--- src/rtl/uart_tx_if.sv ---
// Byte-producer to UART transmitter link: start/ready handshake, done pulse and serial line.
interface uart_tx_if;
  logic [7:0] data_tx;
  logic       start_tx;
  logic       ready_tx;
  logic       done_tx;
  logic       tx;

  modport master (output data_tx, output start_tx, input ready_tx, input done_tx, input tx);
  modport slave  (input data_tx, input start_tx, output ready_tx, output done_tx, output tx);
endinterface

--- src/rtl/uart_tx.sv ---
// 8-bit UART transmitter, LSB first, idle-high line, 1 or 2 stop bits, integer baud divider.
module uart_tx #(
  parameter int CLK_FREQ  = 200_000_000,
  parameter int BAUDRATE  = 9600,
  parameter int STOP_BITS = 1
) (
  input  logic     clk,
  input  logic     rst,
  uart_tx_if.slave bus
);
  localparam int DIV = CLK_FREQ / BAUDRATE;
  localparam int CW  = (DIV > 2) ? $clog2(DIV) : 1;

  generate
    if (DIV < 2) begin : g_div_chk
      $error("uart_tx: CLK_FREQ/BAUDRATE must be at least 2");
    end
    if (STOP_BITS != 1 && STOP_BITS != 2) begin : g_stop_chk
      $error("uart_tx: STOP_BITS must be 1 or 2");
    end
  endgenerate

  localparam logic [CW-1:0] CNT_LAST  = CW'(DIV - 1);
  localparam logic [CW-1:0] CNT_ONE   = CW'(1);
  localparam logic          STOP_LAST = 1'(STOP_BITS - 1);

  localparam logic [1:0] S_IDLE  = 2'd0;
  localparam logic [1:0] S_START = 2'd1;
  localparam logic [1:0] S_DATA  = 2'd2;
  localparam logic [1:0] S_STOP  = 2'd3;

  logic [1:0]    state_q, state_d;
  logic [CW-1:0] cnt_q, cnt_d;
  logic [2:0]    bit_q, bit_d;
  logic          stop_q, stop_d;
  logic [7:0]    shift_q, shift_d;
  logic          tx_q, tx_d;

  logic last_cnt;
  logic frame_end;
  logic accept;

  assign last_cnt  = (cnt_q == CNT_LAST);
  assign frame_end = (state_q == S_STOP) && last_cnt && (stop_q == STOP_LAST);
  // Ready/done are raised in the final stop-bit cycle so a held start_tx is taken
  // on the frame-end edge itself, giving zero idle cycles between frames.
  assign accept = bus.start_tx && bus.ready_tx;

  assign bus.ready_tx = (state_q == S_IDLE) || frame_end;
  assign bus.done_tx  = frame_end;
  assign bus.tx       = tx_q;

  always_comb begin
    state_d = state_q;
    cnt_d   = '0;
    bit_d   = bit_q;
    stop_d  = stop_q;
    shift_d = shift_q;
    tx_d    = tx_q;
    if (state_q != S_IDLE) begin
      cnt_d = last_cnt ? '0 : cnt_q + CNT_ONE;
    end
    case (state_q)
      S_IDLE: begin
        if (accept) begin
          state_d = S_START;
          shift_d = bus.data_tx;
          tx_d    = 1'b0;
        end
      end
      S_START: begin
        if (last_cnt) begin
          state_d = S_DATA;
          bit_d   = 3'd0;
          tx_d    = shift_q[0];
        end
      end
      S_DATA: begin
        if (last_cnt) begin
          if (bit_q == 3'd7) begin
            state_d = S_STOP;
            stop_d  = 1'b0;
            tx_d    = 1'b1;
          end else begin
            bit_d   = bit_q + 3'd1;
            shift_d = {1'b0, shift_q[7:1]};
            tx_d    = shift_q[1];
          end
        end
      end
      default: begin
        if (last_cnt) begin
          if (stop_q == STOP_LAST) begin
            if (accept) begin
              state_d = S_START;
              shift_d = bus.data_tx;
              tx_d    = 1'b0;
            end else begin
              state_d = S_IDLE;
              tx_d    = 1'b1;
            end
          end else begin
            stop_d = 1'b1;
          end
        end
      end
    endcase
  end

  always_ff @(posedge clk or posedge rst) begin
    if (rst) begin
      state_q <= S_IDLE;
      cnt_q   <= '0;
      bit_q   <= 3'd0;
      stop_q  <= 1'b0;
      shift_q <= 8'h00;
      tx_q    <= 1'b1;
    end else begin
      state_q <= state_d;
      cnt_q   <= cnt_d;
      bit_q   <= bit_d;
      stop_q  <= stop_d;
      shift_q <= shift_d;
      tx_q    <= tx_d;
    end
  end
endmodule
--- src/flat_wrapper.sv ---
// flat-port wrapper written by rule: the top's interface ports become plain ports
module uart_tx_flat 
#(
  parameter int CLK_FREQ  = 200_000_000,
  parameter int BAUDRATE  = 9600,
  parameter int STOP_BITS = 1
)
  (clk, rst, bus_data_tx, bus_start_tx, bus_ready_tx, bus_done_tx, bus_tx);
  uart_tx_if bus_i ();
  input  logic clk;
  input  logic rst;
  input wire logic [$bits(bus_i.data_tx)-1:0] bus_data_tx;
  input wire logic [$bits(bus_i.start_tx)-1:0] bus_start_tx;
  output wire logic [$bits(bus_i.ready_tx)-1:0] bus_ready_tx;
  output wire logic [$bits(bus_i.done_tx)-1:0] bus_done_tx;
  output wire logic [$bits(bus_i.tx)-1:0] bus_tx;
  assign bus_i.data_tx = bus_data_tx;
  assign bus_i.start_tx = bus_start_tx;
  assign bus_ready_tx = bus_i.ready_tx;
  assign bus_done_tx = bus_i.done_tx;
  assign bus_tx = bus_i.tx;
  uart_tx #(.CLK_FREQ(CLK_FREQ), .BAUDRATE(BAUDRATE), .STOP_BITS(STOP_BITS)) u_core (.clk(clk), .rst(rst), .bus(bus_i));
endmodule
--- config.mk ---
export PLATFORM = sky130hd
export DESIGN_NAME = uart_tx_flat
export DESIGN_NICKNAME = d
export VERILOG_FILES = /design/src/rtl/uart_tx_if.sv /design/src/rtl/uart_tx.sv /design/src/flat_wrapper.sv
export SDC_FILE = /design/constraint.sdc
export NUM_CORES = 1
export LEC_CHECK = 0
export CORE_MARGIN = 10
export CORE_UTILIZATION = 45
export CTS_CLUSTER_SIZE = 14
export DETAILED_ROUTE_END_ITERATION = 16
export PLACE_DENSITY = 0.65
export SYNTH_ARGS = -nofsm -noshare
export SYNTH_HDL_FRONTEND = slang
export SYNTH_SLANG_ARGS = --single-unit
--- constraint.sdc ---
create_clock -name clk -period 3.2 [get_ports clk]
set_input_delay 0.96 -clock clk [delete_from_list [all_inputs] [get_ports clk]]
set_output_delay 0.96 -clock clk [all_outputs]
set_load 0.03 [all_outputs]
==> summary.txt <==
Status
  • Status: completed

Placed design
  • IO buf count: 13
  • Inst Count DP: 222
  • Setup WS pre-CTS: 211.5 ps
  • Dpl hpwl: 2591 µm
  • Cell Area, Placed: 1902 µm²
  • GPL Wtd Cong: 0.7964

Critical path
  • Crit-path max FO: 4
  • Cells on worst reg2reg path: 6
  • Critical Path RT: 2240 ps
  • Worst Path Arrival: 2070 ps
  • CP startpoint kind: register
  • FF-to-FF setup slack: 1050 ps
  • Reg2reg end: u_core.shift_q[4]
  • Reg2Reg Launch Point: u_core.bit_q[0]
  • Crit end category: output pin
  • Critical path class: register to output pin

Timing
  • Setup_tns: 0 ps
  • RSZ-0062 raised after global routing: false
  • Hold violation total from the final report: 0
  • Post-layout min period: 3029 ps
  • Hold slack: 509.8 ps
  • Pin slew with the least headroom to its limit: 517.6 ps
  • Post-route setup slack: 171.2 ps
  • Max-slew headroom: 0.6550
  • Final clock skew: 5.467 ps
  • Fin crit share: 0.9465
  • Fin. max-slew vios: 0
  • Fmax: 330.2 MHz
  • # setup viols final: 0

Power and ir drop
  • Int Pwr: 0.9057 mW
  • PwrDens: 699.5 nW/µm²
  • Part of the power in combinational logic: 0.399
  • Sequential power share: 0.382
  • Peak supply drop: 0.3575 mV
  • Leak Pwr: 0.8612 nW
  • Sw frac: 0.3504
  • Clock share of power: 0.219
  • Sw power: 0.4885 mW
  • Pwr Total: 1.394 mW

Yosys
  • Synthesized instance count: 159
  • Synth unique cells: 39
  • Ys flop type: dfrtp_1
  • Yosys warns: 0
  • #FFs+latches synth: 29
  • Post-synthesis sequential area ratio: 0.4313
  • Mean Syn Cell Area: 10.60 µm²
  • Post-Syn Nets: 178
  • Cell area after synthesis: 1685 µm²
  • Share of flip-flops with an asynchronous set or reset: 1.000
  • Post-synth EDFFs: 0

Floorplanning
  • Die Wd: 81.20 µm
  • Initial Util: 0.4638
  • Height of the die: 81.20 µm
  • Die area: 6593 µm²
  • Ports: 14
  • Rows: 22
  • Core Region: 3633 µm²

Clocking
  • CTS root buffer: clkbuf_8
  • Cts hold-fix bufs: 0
  • Skew-Pair Late Insertion Delay: 280 ps
  • TritonCTS sink count: 29
  • Clk buf depth: 2
  • H-tree Lvls: 2
  • Reg clk slew, reported paths: 60 ps
  • Post-CTS Setup Bufs: 0
  • Num CTS Buffers: 5
  • CTS tree: done

GRT
  • Antenna violations before repair: 0
  • Largest net degree at the start of global routing: 21
  • Total track usage: 0.1207
  • GRT Residual Overflow: 0
  • First-pass GRT wire length: 6154 µm
  • Vias in the first global route: 1357

Final layout
  • Finished Layout Cells: 230
  • Area Overhead vs Synth: 18.26%
  • # diodes: 0
  • Post-route design area: 1993 µm²
  • Fin util: 0.5486
  • Layout Nets: 200
  • Layout cell share with drive strength beyond 1: 0.1868

Route
  • Total wire length: 3504 µm
  • Via count: 1283
  • Post-route ant nets: 0
  • Vias per Instance: 5.578
  • Drt initial violations: 50
  • Wirelength per Cell: 15.23 µm
  • DRT Pass-1 Iters: 4
  • DRC: 0

Min path
  • Min-Delay Startpoint: u_core.cnt_q[0]
  • Hold depth: 1
  • Worst Hold End: u_core.cnt_q[0]
  • Worst Hold Class: register to register

Run
  • Max_cap viols: 0
==> power groups by stage <==
stage | sequential, mW | combinational (mW) | clock (mW)
after floorplan | 0.529 | 0.426 | 0
after global placement | 0.528 | 0.550 | 0
after detailed placement | 0.538 | 0.565 | 0
after CTS | 0.532 | 0.562 | 0.316
after global routing | 0.546 | 0.623 | 0.335
final | 0.532 | 0.556 | 0.306
==> kinds of logic after synthesis <==
logic type	count (synthesis)	synth area share
compound gates	26	0.1255
xor+xnor	11	0.05716
fa+ha+maj	8	0.05939
buf+inv	10	0.02227
flops	29	0.4313
mux	10	0.06682
simple gates	65	0.2376
==> cells in the final DEF, fill, tap and decap left out, types with 6 or more instances in the layout <==
cell             count
ha_1                 8
xnor2_1              6
dfrtp_1             28
nand2_1             11
clkbuf_8             6
nor2_1              16
mux2_2               9
inv_1                7
clkdlybuf4s50_1     11
==> layout make-up <==
| cell class | instances | area, µm² |
|---|---|---|
| Timing Repair Buffer | 18 | 168.9 |
| Inverter | 7 | 26.28 |
| Sequential cell | 29 | 726.9 |
| Multi-Input combinational cell | 120 | 920.9 |
| Clock buffer | 8 | 90.09 |
| Fill cell | 332 | 1640 |
| Tap cell | 48 | 60.06 |
==> worst max path at each step <==
stage / from / endpoint / depth (start not counted)
floorplan: u_core.cnt_q[0] / bus_ready_tx / 7
global placement: u_core.cnt_q[0] / bus_ready_tx / 7
detailed placement: u_core.cnt_q[0] / bus_ready_tx / 7
CTS: u_core.cnt_q[0] / bus_done_tx / 6
global route: u_core.cnt_q[0] / bus_ready_tx / 7
finish: u_core.cnt_q[0] / bus_ready_tx / 7
==> synth_stat cells (all sizes together) (2+ instances only) <==
master | instances | area [µm²]
nand3 | 5 | 25.02
xnor2 | 6 | 52.55
nor4 | 2 | 12.51
inv | 7 | 26.28
a22o | 3 | 26.28
clkbuf | 3 | 11.26
nor2 | 16 | 60.06
mux2 | 10 | 112.6
o221a | 4 | 45.04
or4 | 2 | 15.01
or2 | 2 | 12.51
a21oi | 4 | 20.02
nand4 | 6 | 52.55
nand2 | 11 | 41.29
xor2 | 5 | 43.79
dfrtp | 28 | 700.7
nor4b | 2 | 47.55
a21boi | 2 | 15.01
and2 | 3 | 18.77
ha | 8 | 100.1
o31ai | 3 | 36.28
nand2b | 4 | 25.02
and3 | 4 | 27.52
nor3 | 2 | 10.01
nand3b | 4 | 30.03
o21ai | 5 | 25.02
==> metal layers <==
layer  share of wire  track usage
met5               0            0
met4           0.019      0.04671
met3           0.043      0.03753
met2            0.49       0.2030
met1            0.45       0.1405
==> registers in the layout (all words and copies together) (netlist names) <==
signal	cells
u_core.cnt_q	15
u_core.state_q	2
u_core.shift_q	8
u_core.bus.tx	1
u_core.bit_q	3
==> critical path, stage by stage, from the launching register on <==
cell and delay (ps):
dfrtp_1 400, inv_1 60, ha_1 200, nor4b_4 130, and4_2 220, and2_1 160, or2_2 260, dlygate4sd2_1 360
==> repair_timing <==
item,4_1_cts,5_1_grt
gates resized for setup,1,1
gates cloned,0,0
hold endpoints to repair,0,0
endpoints found under the setup margin,1,1
Note: power is estimated with default switching activity, not from simulation.
==> variant: new RTL, same settings <==
`CLK_FREQ` is set to 200_000_000 in 2 places; all go to 100_000_000.
--- a/src/rtl/uart_tx.sv
+++ b/src/rtl/uart_tx.sv
@@ -1,5 +1,5 @@
 // 8-bit UART transmitter, LSB first, idle-high line, 1 or 2 stop bits, integer baud divider.
 module uart_tx #(
-  parameter int CLK_FREQ  = 200_000_000,
+  parameter int CLK_FREQ  = 100_000_000,
   parameter int BAUDRATE  = 9600,
   parameter int STOP_BITS = 1
--- a/src/flat_wrapper.sv
+++ b/src/flat_wrapper.sv
@@ -2,5 +2,5 @@
 module uart_tx_flat 
 #(
-  parameter int CLK_FREQ  = 200_000_000,
+  parameter int CLK_FREQ  = 100_000_000,
   parameter int BAUDRATE  = 9600,
   parameter int STOP_BITS = 1
Check against the original RTL: same outputs for any inputs over 10 cycles, from zero or initial values and one cycle with rst high; that may be too few to reach the edited logic, so the function may still have changed.
==> variant against the original RTL <==
  * Cell area is 11% lower
  * Sequential power down 3%
  * Combinational power shrank 9.0%
  * Via count shrank 1.0%
  * Power down 15%
  * Critical endpoint unchanged
  * First-iteration DRC count rose by 130%
  * Setup slack lost 0.044 ns
  * Worst hold slack worse by 0.026 ns
  * Area after synthesis shrank 6.2%
  * Sequential cell count is 1 lower
  * Routed wire length shrank 4.2%
  * Clock skew up 0.0069 ns
  * Critical path type unchanged
  * Largest cell class unchanged
  * Non-clock buffer count shrank 4
==> variant: results (changes against the original RTL) <==
\begin{tabular}{lr}
\hline
Metric & Value \\
\hline
\multicolumn{2}{l}{\textbf{Outcome}} \\
\quad Outcome & finished clean \\
\multicolumn{2}{l}{\textbf{Min path}} \\
\quad Hold-critical path depth & 2 (+1) \\
\multicolumn{2}{l}{\textbf{Placed design}} \\
\quad Number of placed cells counting well taps & 214 (-3.6\%) \\
\quad Worst-case setup slack after placement & 0.2684 ns (+0.05693 ns) \\
\quad Final GP Congestion & 0.8251 (+3.6\%) \\
\multicolumn{2}{l}{\textbf{Detailed routing}} \\
\quad 1st-pass router iterations & 5 (+1) \\
\quad Routed WL per cell & 15.40 um (+1.1\%) \\
\quad Via density per instance & 5.826 (+4.4\%) \\
\multicolumn{2}{l}{\textbf{STA}} \\
\quad Worst clock skew & 0.01240 ns (+0.006936 ns) \\
\quad Relative slew margins & 0.5483 (-0.1066) \\
\multicolumn{2}{l}{\textbf{Clock network}} \\
\quad Clock input transition at the sequential cells of the worst setup and hold paths & 0.16 ns (+0.10 ns) \\
\quad CTS H-tree depth & 1 (-1) \\
\quad Clock network latency to the later pin of the worst-skew pair & 0.33 ns (+0.05 ns) \\
\quad Cell at the root of the clock tree & sky130\_fd\_sc\_hd\_\_clkbuf\_4 \\
\multicolumn{2}{l}{\textbf{Yosys}} \\
\quad Number of different library cells in the post-synthesis netlist & 40 (+2.6\%) \\
\quad Most frequent cells after synthesis & sky130\_fd\_sc\_hd\_\_dfrtp\_1, sky130\_fd\_sc\_hd\_\_nor2\_1, sky130\_fd\_sc\_hd\_\_o21ai\_0, sky130\_fd\_sc\_hd\_\_a21oi\_1, sky130\_fd\_sc\_hd\_\_inv\_1 \\
\quad Complex-gate fraction of the synthesized area & 0.1797 (+0.05427) \\
\quad Sequential-to-total area share from yosys stat & 0.4442 (+0.01285) \\
\quad Share of cell area taken by muxes after synthesis & 0.01425 (-0.05256) \\
\multicolumn{2}{l}{\textbf{Finish}} \\
\quad Number of fillers in the final layout & 314 (-5.4\%) \\
\quad Ratio of cells with drive above 1 in the final layout & 0.08721 (-0.09960) \\
\quad Number of nets at the end of the flow & 191 (-4.5\%) \\
\multicolumn{2}{l}{\textbf{Power and ir drop}} \\
\quad LEAKAGE & 0.7499 nW (-13\%) \\
\quad Maximum vdd drop & 0.2535 mV (-29\%) \\
\quad Switching power share of the total & 0.3965 (+0.04611) \\
\multicolumn{2}{l}{\textbf{Setup path}} \\
\quad Maximum fanout count along the critical path & 5 (+1) \\
\multicolumn{2}{l}{\textbf{GRT}} \\
\quad Global-route wire length before repair & 5.664 mm (-8.0\%) \\
\quad Maximum number of pins on one net before global-route repair & 16 (-24\%) \\
\quad Global-route total usage across every layer & 0.1080 (-0.01276) \\
\hline
\end{tabular}
## variant: worst max-delay path, cell delays in order, from the launching register on
cell	delay, ns
sky130_fd_sc_hd__dfrtp_1	0.44
sky130_fd_sc_hd__ha_1	0.26
sky130_fd_sc_hd__and4_1	0.25
sky130_fd_sc_hd__and4_4	0.22
sky130_fd_sc_hd__or2_2	0.26
sky130_fd_sc_hd__dlygate4sd2_1	0.36
## variant: metrics by stage
stage,util,area [um^2]
global placement,0.5201,1749
CTS,0.5272,1773
floorplan,-,1580
detailed placement,0.5201,1749
global route,0.5272,1773
finish,0.5272,1773
## variant: logic make-up (layout without fill, tap and decap cells)
kind of cell               after synthesis  count (layout)
muxes                                    2               2
buffers and inverters                   15              27
DFF                                     28              28
AOI/OAI and AO/OA                       40              40
adders and majority gates                7               7
and+or+nand+nor                         58              58
xor gates and xnor gates                10              10
## variant: area by class of cell
class	instances	area, um^2	share of cell area
multi-input cells	117	818.3	0.4615
flip-flops and latches	28	701.9	0.3959
repair buffers	14	135.1	0.07622
well taps	46	57.56	0.03246
inverters	9	33.78	0.01905
clock buffers	4	26.28	0.01482
## variant: power by group through the flow
stage / clock network (W) / logic (W) / registers [W]
2_1_floorplan: 0 / 0.000389 / 0.000515
3_3_place_gp: 0 / 0.000504 / 0.000517
3_5_place_dp: 0 / 0.000510 / 0.000523
4_1_cts: 0.000159 / 0.000505 / 0.000516
5_1_grt: 0.000171 / 0.000568 / 0.000529
6_report: 0.000155 / 0.000506 / 0.000518
## variant: routing by layer
metal  GRT usage  part of all wire  vias up
met1      0.1527              0.51      611
met4     0.03584             0.012        0
met5           0                 0        -
met3     0.02365             0.047        6
li1            -                 -      614
met2      0.1574              0.43       39
## variant: final timing paths
kind                                            from                            end  slack (ns)
hold reg to reg            u_core.bus.tx$_DFFE_PP1P_      u_core.bus.tx$_DFFE_PP1P_        0.48
min in group asynchronous                        rst      u_core.cnt_q[9]$_DFF_PP0_        0.94
setup reg to reg           u_core.cnt_q[0]$_DFF_PP0_  u_core.shift_q[0]$_DFFE_PP0P_        0.92
max in group asynchronous                        rst  u_core.shift_q[6]$_DFFE_PP0P_        1.64
hold / removal             u_core.bus.tx$_DFFE_PP1P_      u_core.bus.tx$_DFFE_PP1P_        0.48
setup / recovery           u_core.cnt_q[0]$_DFF_PP0_                   bus_ready_tx        0.13
## variant: what timing repair did
item | in CTS | in global routing
resized for setup | 2 | 0
setup endpoints to repair | 2 | 0
endpoints found under the hold margin | 0 | 0
